$ cat src/rtl/sorcerer_ps2_rx_if.sv
// PS/2 receiver bus: raw PS/2 pins in, Sorcerer key-event interface out.
// slave  = the receiver (consumes pins, produces key events)
// master = the environment (drives pins, consumes key events)
interface sorcerer_ps2_rx_if;
  logic       PS2_CLK;
  logic       PS2_DATA;
  logic       KEY_STROBE;
  logic       KEY_PRESSED;
  logic       KEY_EXTENDED;
  logic [7:0] KEY_CODE;
  logic       RX_ERROR;

  modport slave (
    input  PS2_CLK, PS2_DATA,
    output KEY_STROBE, KEY_PRESSED, KEY_EXTENDED, KEY_CODE, RX_ERROR
  );

  modport master (
    output PS2_CLK, PS2_DATA,
    input  KEY_STROBE, KEY_PRESSED, KEY_EXTENDED, KEY_CODE, RX_ERROR
  );
endinterface

$ cat src/rtl/sorcerer_ps2_rx.sv
// PS/2 keyboard receiver for the Sorcerer keyboard matrix, clocked by CLK12.
// Synchronises and glitch-filters the PS/2 lines, deserialises 11-bit frames,
// decodes E0/F0 prefixes, swallows the E1 Pause sequence and aborts stalled
// frames after TIMEOUT cycles.
// Optional build macro PS2_TYPEMATIC_FILTER_EN suppresses typematic repeats.
//
// state  | meaning
// IDLE   | waiting for a start bit (falling edge with data low)
// DATA   | shifting in 8 data bits, LSB first
// PARITY | capturing the odd-parity bit
// STOP   | waiting for the stop bit; frame is evaluated on its falling edge
module sorcerer_ps2_rx #(
  parameter int FILTER_LEN = 4,
  parameter int TIMEOUT    = 12000
) (
  input  logic             CLK12,
  input  logic             RESET,
  sorcerer_ps2_rx_if.slave bus
);
  typedef enum logic [1:0] {IDLE, DATA, PARITY, STOP} state_t;

  localparam int              TW        = $clog2(TIMEOUT + 1);
  localparam logic [3:0]      FILT_LAST = 4'(FILTER_LEN - 1);
  localparam logic [TW-1:0]   TMO_MAX   = TW'(TIMEOUT);

  state_t        state, next_state;
  logic          clk_s1, clk_s2, data_s1, data_s2;
  logic          filt_clk, filt_prev;
  logic [3:0]    filt_cnt;
  logic          fe;
  logic [2:0]    bit_cnt;
  logic [7:0]    shift;
  logic          par_bit;
  logic [TW-1:0] tmo_cnt;
  logic          shift_en, par_en, done, tmo_hit;
  logic          ext, rel;
  logic [2:0]    skip_cnt;
  logic          frame_ok, key_evt, suppress;
  logic          key_strobe, key_pressed, key_extended, rx_error;
  logic [7:0]    key_code;

  // Two-flop synchronisers; reset to the idle-high line level.
  always_ff @(posedge CLK12) begin
    if (RESET) begin
      clk_s1  <= 1'b1;
      clk_s2  <= 1'b1;
      data_s1 <= 1'b1;
      data_s2 <= 1'b1;
    end else begin
      clk_s1  <= bus.PS2_CLK;
      clk_s2  <= clk_s1;
      data_s1 <= bus.PS2_DATA;
      data_s2 <= data_s1;
    end
  end

  // Filtered clock moves only after FILTER_LEN consecutive differing samples.
  always_ff @(posedge CLK12) begin
    if (RESET) begin
      filt_clk  <= 1'b1;
      filt_prev <= 1'b1;
      filt_cnt  <= '0;
    end else begin
      filt_prev <= filt_clk;
      if (clk_s2 == filt_clk) begin
        filt_cnt <= '0;
      end else if (filt_cnt == FILT_LAST) begin
        filt_clk <= clk_s2;
        filt_cnt <= '0;
      end else begin
        filt_cnt <= filt_cnt + 4'd1;
      end
    end
  end

  assign fe = filt_prev & ~filt_clk;

  // FSM state register.
  always_ff @(posedge CLK12) begin
    if (RESET) state <= IDLE;
    else       state <= next_state;
  end

  // FSM next state and per-cycle datapath strobes; timeout wins over fe.
  always_comb begin
    next_state = state;
    shift_en   = 1'b0;
    par_en     = 1'b0;
    done       = 1'b0;
    tmo_hit    = (state != IDLE) && (tmo_cnt == TMO_MAX);
    if (tmo_hit) begin
      next_state = IDLE;
    end else begin
      case (state)
        IDLE:   if (fe && !data_s2) next_state = DATA;
        DATA:   if (fe) begin
                  shift_en = 1'b1;
                  if (bit_cnt == 3'd7) next_state = PARITY;
                end
        PARITY: if (fe) begin
                  par_en     = 1'b1;
                  next_state = STOP;
                end
        STOP:   if (fe) begin
                  done       = 1'b1;
                  next_state = IDLE;
                end
        default: next_state = IDLE;
      endcase
    end
  end

  // Shift register, bit counter and parity capture.
  always_ff @(posedge CLK12) begin
    if (RESET) begin
      bit_cnt <= '0;
      shift   <= '0;
      par_bit <= 1'b0;
    end else begin
      if (state == IDLE) bit_cnt <= '0;
      if (shift_en) begin
        shift   <= {data_s2, shift[7:1]};
        bit_cnt <= bit_cnt + 3'd1;
      end
      if (par_en) par_bit <= data_s2;
    end
  end

  // Mid-frame inactivity counter, restarted by every falling edge.
  always_ff @(posedge CLK12) begin
    if (RESET || state == IDLE || fe) tmo_cnt <= '0;
    else if (tmo_cnt != TMO_MAX)      tmo_cnt <= tmo_cnt + 1'b1;
  end

  // Stop bit is the synced data in the stop fe cycle.
  assign frame_ok = (^{shift, par_bit}) & data_s2;
  assign key_evt  = done && frame_ok && (skip_cnt == 3'd0) &&
                    (shift != 8'hE0) && (shift != 8'hE1) && (shift != 8'hF0);

`ifdef PS2_TYPEMATIC_FILTER_EN
  logic       last_valid;
  logic [8:0] last_make;

  assign suppress = ~rel & last_valid & (last_make == {ext, shift});

  // Remember the last make so auto-repeats of the held key are dropped.
  always_ff @(posedge CLK12) begin
    if (RESET) begin
      last_valid <= 1'b0;
      last_make  <= '0;
    end else if (key_evt) begin
      if (rel) begin
        last_valid <= 1'b0;
      end else if (!suppress) begin
        last_make  <= {ext, shift};
        last_valid <= 1'b1;
      end
    end
  end
`else
  assign suppress = 1'b0;
`endif

  // Frame evaluation: errors, prefix tracking, Pause skipping, key events.
  always_ff @(posedge CLK12) begin
    if (RESET) begin
      ext          <= 1'b0;
      rel          <= 1'b0;
      skip_cnt     <= '0;
      key_strobe   <= 1'b0;
      key_pressed  <= 1'b0;
      key_extended <= 1'b0;
      key_code     <= '0;
      rx_error     <= 1'b0;
    end else begin
      key_strobe <= 1'b0;
      rx_error   <= tmo_hit;
      if (done) begin
        if (!frame_ok) begin
          rx_error <= 1'b1;
          ext      <= 1'b0;
          rel      <= 1'b0;
          skip_cnt <= '0;
        end else if (skip_cnt != 3'd0) begin
          skip_cnt <= skip_cnt - 3'd1;
        end else if (shift == 8'hE1) begin
          skip_cnt <= 3'd7;
        end else if (shift == 8'hE0) begin
          ext <= 1'b1;
        end else if (shift == 8'hF0) begin
          rel <= 1'b1;
        end else begin
          ext <= 1'b0;
          rel <= 1'b0;
          if (!suppress) begin
            key_strobe   <= 1'b1;
            key_code     <= shift;
            key_extended <= ext;
            key_pressed  <= ~rel;
          end
        end
      end
    end
  end

  assign bus.KEY_STROBE   = key_strobe;
  assign bus.KEY_PRESSED  = key_pressed;
  assign bus.KEY_EXTENDED = key_extended;
  assign bus.KEY_CODE     = key_code;
  assign bus.RX_ERROR     = rx_error;
endmodule
$ cat src/flat_wrapper.sv
// flat-port wrapper written by rule: the top's interface ports become plain ports
module sorcerer_ps2_rx_flat 
#(
  parameter int FILTER_LEN = 4,
  parameter int TIMEOUT    = 12000
)
  (CLK12, RESET, bus_PS2_CLK, bus_PS2_DATA, bus_KEY_STROBE, bus_KEY_PRESSED, bus_KEY_EXTENDED, bus_KEY_CODE, bus_RX_ERROR);
  sorcerer_ps2_rx_if bus_i ();
  input  logic CLK12;
  input  logic RESET;
  input wire logic [$bits(bus_i.PS2_CLK)-1:0] bus_PS2_CLK;
  input wire logic [$bits(bus_i.PS2_DATA)-1:0] bus_PS2_DATA;
  output wire logic [$bits(bus_i.KEY_STROBE)-1:0] bus_KEY_STROBE;
  output wire logic [$bits(bus_i.KEY_PRESSED)-1:0] bus_KEY_PRESSED;
  output wire logic [$bits(bus_i.KEY_EXTENDED)-1:0] bus_KEY_EXTENDED;
  output wire logic [$bits(bus_i.KEY_CODE)-1:0] bus_KEY_CODE;
  output wire logic [$bits(bus_i.RX_ERROR)-1:0] bus_RX_ERROR;
  assign bus_i.PS2_CLK = bus_PS2_CLK;
  assign bus_i.PS2_DATA = bus_PS2_DATA;
  assign bus_KEY_STROBE = bus_i.KEY_STROBE;
  assign bus_KEY_PRESSED = bus_i.KEY_PRESSED;
  assign bus_KEY_EXTENDED = bus_i.KEY_EXTENDED;
  assign bus_KEY_CODE = bus_i.KEY_CODE;
  assign bus_RX_ERROR = bus_i.RX_ERROR;
  sorcerer_ps2_rx #(.FILTER_LEN(FILTER_LEN), .TIMEOUT(TIMEOUT)) u_core (.CLK12(CLK12), .RESET(RESET), .bus(bus_i));
endmodule
$ cat config.mk
export PLATFORM = sky130hd
export DESIGN_NAME = sorcerer_ps2_rx_flat
export DESIGN_NICKNAME = d
export VERILOG_FILES = /design/src/rtl/sorcerer_ps2_rx_if.sv /design/src/rtl/sorcerer_ps2_rx.sv /design/src/flat_wrapper.sv
export SDC_FILE = /design/constraint.sdc
export NUM_CORES = 1
export LEC_CHECK = 0
export CORE_MARGIN = 2
export CORE_UTILIZATION = 35
export DETAILED_ROUTE_END_ITERATION = 10
export SLEW_MARGIN = 20
export SYNTH_ARGS = -nofsm -noshare
export SYNTH_HDL_FRONTEND = slang
export SYNTH_SLANG_ARGS = --single-unit
$ cat constraint.sdc
create_clock -name CLK12 -period 5.61 [get_ports CLK12]
set_input_delay 0.561 -clock CLK12 [delete_from_list [all_inputs] [get_ports CLK12]]
set_output_delay 0.561 -clock CLK12 [all_outputs]
set_load 0.005 [all_outputs]
==> results of run 1 <==
[state kept, by name, indices dropped and copies added (netlist names)]
| register | flops |
|---|---|
| u_core.bit_cnt | 3 |
| u_core.bus.KEY_CODE | 8 |
| u_core.bus.KEY_EXTENDED | 1 |
| u_core.bus.KEY_PRESSED | 1 |
| u_core.bus.KEY_STROBE | 1 |
| u_core.bus.RX_ERROR | 1 |
| u_core.clk_s1 | 1 |
| u_core.clk_s2 | 1 |
| u_core.data_s1 | 1 |
| u_core.data_s2 | 1 |
| u_core.ext | 1 |
| u_core.filt_clk | 1 |
| u_core.filt_cnt | 4 |
| u_core.filt_prev | 1 |
| u_core.par_bit | 1 |
| u_core.rel | 1 |
| u_core.shift | 8 |
| u_core.skip_cnt | 3 |
| u_core.state | 2 |
| u_core.tmo_cnt | 14 |
[layout make-up]
cell class                 instances  area (sq um)
inverter                          11          41.3
fill                             739          4300
sequential                        55          1100
timing repair buffer              16           158
clock inverter                     1          5.00
tap                               99           124
multi-input combinational        198          1410
clock buffer                       7          76.3
[power by group]
group,switching [mW],total (mW),internal (mW)
registers,0.00148,0.393,0.392
clock network,0.120,0.208,0.0879
logic,0.00574,0.0118,0.00605
total,0.127,0.613,0.486
[worst register-to-register path: stages, from the launching register on]
cell and delay, ns:
dfxtp_1 0.35, inv_1 0.09, ha_1 0.27, and3b_1 0.20, nand4_1 0.17, nor2b_1 0.44
and3_4 0.41, mux2_2 0.35
[cells by family after synthesis]
family | share of synthesized area [%]
XOR/XNOR | 7.68
adder cells (fa/ha/maj) | 5.28
AND/OR/NAND/NOR | 26.0
buffers and inverters | 3.84
multiplexers | 8.11
AO/OA/AOI/OAI | 6.87
flip-flops | 42.2
[cell usage in the layout, fill, tap and decap left out, drive strengths merged, types with 3 or more instances in the layout]
master,synthesis,final
ha,11,11
a31oi,5,5
clkdlybuf4s50,0,15
a21oi,11,11
or2,5,5
nand4,3,3
nand3,10,10
or3,6,6
o21ai,5,5
clkbuf,9,7
xnor2,12,12
or3b,3,3
nor3b,4,4
and3,6,6
nand2,12,12
nor3,4,4
dfxtp,55,55
nor2,27,27
xor2,6,6
nand2b,22,22
nor2b,6,6
inv,11,11
mux2i,20,20
[worst max path at each step]
| stage | endpoint | slack (ns) | depth (start not counted) |
|---|---|---|---|
| after floorplan | u_core.bus.KEY_PRESSED | 3.62 | 5 |
| after global placement | u_core.bus.KEY_PRESSED | 3.29 | 7 |
| after detailed placement | u_core.bus.KEY_PRESSED | 3.23 | 7 |
| after CTS | u_core.bus.KEY_PRESSED | 3.22 | 7 |
| after global routing | u_core.bit_cnt[2] | 2.97 | 7 |
| final | u_core.bus.KEY_PRESSED | 3.24 | 7 |
[metrics by stage]
| stage | area (sq um) | utilization [%] | worst slack (ns) | total power [mW] |
|---|---|---|---|---|
| floorplan | 2610 | - | 3.62 | 0.410 |
| global placement | 2830 | 39.2 | 3.29 | 0.414 |
| detailed placement | 2830 | 39.2 | 3.23 | 0.414 |
| CTS | 2910 | 40.3 | 3.22 | 0.623 |
| global route | 2910 | 40.3 | 2.97 | 0.637 |
| finish | 2910 | 40.3 | 3.24 | 0.613 |
[per-layer routing]
metal | global-route usage, % | wire length (microns) | up-vias
li1 | - | - | 964
met1 | 15.2 | 2270 | 852
met2 | 19.7 | 2070 | 24
met3 | 3.01 | 137 | 8
met4 | 3.85 | 55 | 0
met5 | 0 | 0 | -
==> impl_metrics.toml, run 1 <==
[die]
rows = 31
core-area_sq_mm = 0.00721
die_w_microns = 90.3
pin_count = 16
dieArea_sq_mm = 0.00815
initial_utilization_pct = 36.1
die_h_microns = 90.3

[routing]
drc = 0
drt-total-wl_microns = 4540
drtIter0Drc = 86
drtPass1Iterations = 4
wl_per_cell_microns = 11.7
via_per_inst = 4.78
num_vias = 1848
drtAntennaViolNets = 0

[setup_path]
critPathTopFamily = "simple AND/OR/NAND/NOR gates"
critPathMaxFanout = 11
r2r_start = "u_core.state[0]"
cp-start-kind = "flop"
critPathLaunch = "u_core.state[0]"
r2r-end = "u_core.bus.KEY_PRESSED"
rrSetupSlack_ns = 3.24
slowest_delay_ns = 0.44
critPathArrivalTime_ns = 2.57
crit_required_ns = 5.82
worst-path-buf-inv = 1
cp-end-kind = "flop"
worstSetupPathType = "reg -> reg"
r2r_cells = 7
path_cells = "inv_1 > ha_1 > and3b_1 > nand4_1 > nor2b_1 > and3_4 > mux2_2"
slowest_stage = "nor2b_1"

[pwr]
ir_drop_uv = 81.9
p_leak_nw = 0.989
powerDensity_mw_per_mm2 = 211

[synth]
synthTopCellsByCount = "55 x dfxtp_1, 27 x nor2_1, 22 x nand2b_1"
synth_area_sq_mm = 0.00261
yosysMostFrequentCell = "dfxtp_1"
synth_top_area_cell = "dfxtp_1"
ys.flop_type = "dfxtp_1"
ys_top_cells_by_area = "dfxtp_1 42%, mux2i_1 7.7%, ha_1 5.3%, nand2b_1 5.3%, nor2_1 3.9%"
syn-num-nets = 290
ys_ff_latch = 55
ys_seq_area_share_pct = 42.2
ys_types = 45
syn_inst = 275
synth_edf_count = 0
yosysTopAreaCellShare_pct = 42.2
syn_avg_cell_area_sq_um = 9.48
async_flop_share_pct = 0
yosysWarnings = 0

[grt]
antenna_found_initial = 0
grt_max_degree = 51
grt_usage_pct = 11.9
first_global_vias = 1792
grt.overflow.total = 0
grt_pass1_wl_microns = 8110

[clock_tree]
post_cts_resized = 0
cts_tree = "built"
clk_latency_ns = 0.31
cts_buffers = 5
htreeDepth = 2
cts_max_path_buffers = 2
clk_pin_slew_worst_paths_ns = 0.09
postCtsHoldBufs = 0
clock-sinks = 55
postCtsSetupRepairBufs = 0
cts_root_buf = "clkbuf_8"

[place]
placed_cells = 379
port_buffers = 15
dpl.hpwl_microns = 3200
gp_congestion = 0.729

[min_path]
hold_path_end = "u_core.clk_s2"
hp-start = "u_core.clk_s1"
worstHoldPathCells = 1
hold_class = "reg -> reg"

[timing]
setup_viol = 0
timing.hold.ws_ns = 0.415
rsz0062_at_grt = "false"
fmax_mhz = 422
period_share_pct = 42.2
final_hold_viol_count = 0
period_needed_ns = 2.37
tightestPinTransition_ns = 0.634
max_slew_margin_pct = 57.7
maxSlewViolCount = 0
setup_tns_ns = 0
fin_skew_ns = 0.00443

[final_layout]
drive_gt1_share_pct = 7.64
diodes = 0
synthToLayoutAreaGrowth_pct = 11.7
instances_no_fill = 387
nets = 302

[status]
status = "completed"

[job]
max-cap-violations = 0
Power figures use the tool's default switching activity.
==> inputs of run 2 (changes only) <==
==> constraint.sdc (replaced) <==
create_clock -name CLK12 -period 2.37 [get_ports CLK12]
set_input_delay 0.237 -clock CLK12 [delete_from_list [all_inputs] [get_ports CLK12]]
set_output_delay 0.237 -clock CLK12 [all_outputs]
set_load 0.005 [all_outputs]
==> impl_metrics.toml, run 2 (synthesis gave the netlist of run 1 again) <==
[status]
status = "completed"

[final_layout]
synthToLayoutAreaGrowth_pct = 14.8
final_cell_mix = "55 x dfxtp_1, 27 x nor2_1, 22 x nand2b_1"
largest-register = "u_core.tmo_cnt"
drive_gt1_share_pct = 10.2
largest_reg_flops = 14
final_common_cell = "dfxtp_1"
instances_no_fill = 394
nets = 309
diodes = 0

[pwr]
p_leak_nw = 1.04
pwr-share-comb_pct = 1.9
clkPwrFrac_pct = 39.7
ir_drop_uv = 251
p_switching_mw = 0.331
swShare_pct = 20.8
intPower_mw = 1.26
powerDensity_mw_per_mm2 = 532
seqPwrFrac_pct = 58.4

[place]
gp_congestion = 0.813
port_buffers = 15
dpl.hpwl_microns = 3210
placed_cells = 386

[routing]
drtPass1Iterations = 4
drtIter0Drc = 73
drt-total-wl_microns = 4580
drc = 0
via_per_inst = 4.78
num_vias = 1885
wl_per_cell_microns = 11.6
drtAntennaViolNets = 0

[grt]
first_global_vias = 1747
grt.overflow.total = 0
grt_max_degree = 30
grt_pass1_wl_microns = 8110
antenna_found_initial = 0
grt_usage_pct = 12.0

[setup_path]
slowest_stage = "xnor3_2"
critPathArrivalTime_ns = 2.42
r2r_cells = 6
r2r-end = "u_core.bus.KEY_CODE[6]"
rrSetupSlack_ns = 0.19
crit_required_ns = 2.61
r2r_start = "u_core.shift[4]"
slowest_delay_ns = 0.50
critPathMaxFanout = 10
cp-start-kind = "flop"
cp-end-kind = "flop"
path_cells = "xor2_1 > xnor3_2 > xnor2_4 > and3_4 > buf_4 > mux2i_1"
worstSetupPathType = "reg -> reg"

[die]
pin_count = 16
dieArea_sq_mm = 0.00815
initial_utilization_pct = 36.1
core-area_sq_mm = 0.00721
die_w_microns = 90.3
die_h_microns = 90.3
rows = 31

[clock_tree]
postCtsSetupRepairBufs = 0
cts_buffers = 5
clock-sinks = 55
post_cts_resized = 0
clk_latency_ns = 0.32
postCtsHoldBufs = 0
cts_root_buf = "clkbuf_8"
htreeDepth = 2
cts_max_path_buffers = 2
cts_tree = "built"
clk_pin_slew_worst_paths_ns = 0.11

[timing]
maxSlewViolCount = 0
setup_viol = 0
setup_tns_ns = 0
rsz0062_at_grt = "false"
tightestPinTransition_ns = 0.469
period_needed_ns = 2.18
period_share_pct = 92.0
fin_skew_ns = 0.0180
final_hold_viol_count = 0
fmax_mhz = 459
max_slew_margin_pct = 68.8

[job]
max-cap-violations = 0

[min_path]
hp-start = "u_core.clk_s1"
hold_class = "reg -> reg"
worstHoldPathCells = 1
hold_path_end = "u_core.clk_s2"
[run 2: area by class of cell]
class,count,area (sq um)
well taps,99,124
inverters,11,41.3
clock buffers,6,72.6
clock inverters,2,38.8
fillers,728,4220
repair buffers,23,210
multi-input cells,198,1410
flip-flops and latches,55,1100
[run 2: routing by layer]
metal | global-route usage [%] | share of wire, %
met4 | 4.23 | 1.5
met2 | 18.2 | 43
met5 | 0 | 0
met3 | 3.17 | 2.5
met1 | 16.5 | 53
[run 2: per-stage QoR]
step | hold slack, ns | worst slack (ns) | total power, mW | utilization, % | instance area [sq um]
floorplan | 0.341 | 0.379 | 0.971 | - | 2610
global placement | 0.394 | 0.247 | 0.982 | 39.9 | 2880
detailed placement | 0.393 | 0.194 | 0.982 | 39.9 | 2880
CTS | 0.418 | 0.171 | 1.62 | 41.5 | 2990
global route | 0.434 | 0.0319 | 1.66 | 41.5 | 2990
finish | 0.415 | 0.190 | 1.59 | 41.5 | 2990
[run 2: worst max-delay path by stage]
stage / start / endpoint / slack (ns) / cells past startpoint
6_report: u_core.shift[4] / u_core.bus.KEY_CODE[6] / 0.19 / 6
5_1_grt: u_core.tmo_cnt[0] / u_core.bit_cnt[1] / 0.03 / 7
4_1_cts: u_core.shift[4] / u_core.bus.KEY_CODE[0] / 0.17 / 6
3_5_place_dp: u_core.shift[4] / u_core.bus.KEY_CODE[0] / 0.19 / 6
3_3_place_gp: u_core.shift[4] / u_core.bus.KEY_EXTENDED / 0.25 / 6
2_1_floorplan: u_core.shift[4] / u_core.bus.KEY_PRESSED / 0.38 / 5
[run 2: worst max-delay path: cells and delay by family, from the launching register on]
kind / cells / cell delay [ns]
xor gates and xnor gates: 3 / 1.02
DFF: 1 / 0.45
and+or+nand+nor: 1 / 0.24
buffers and inverters: 1 / 0.20
muxes: 1 / 0.19
[run 2: power groups by stage]
| stage | Clock, mW | Combinational [mW] | Sequential, mW |
|---|---|---|---|
| finish | 0.633 | 0.0300 | 0.930 |
| global route | 0.696 | 0.0330 | 0.932 |
| CTS | 0.655 | 0.0304 | 0.930 |
| detailed placement | 0 | 0.0303 | 0.952 |
| global placement | 0 | 0.0300 | 0.952 |
| floorplan | 0 | 0.0207 | 0.950 |
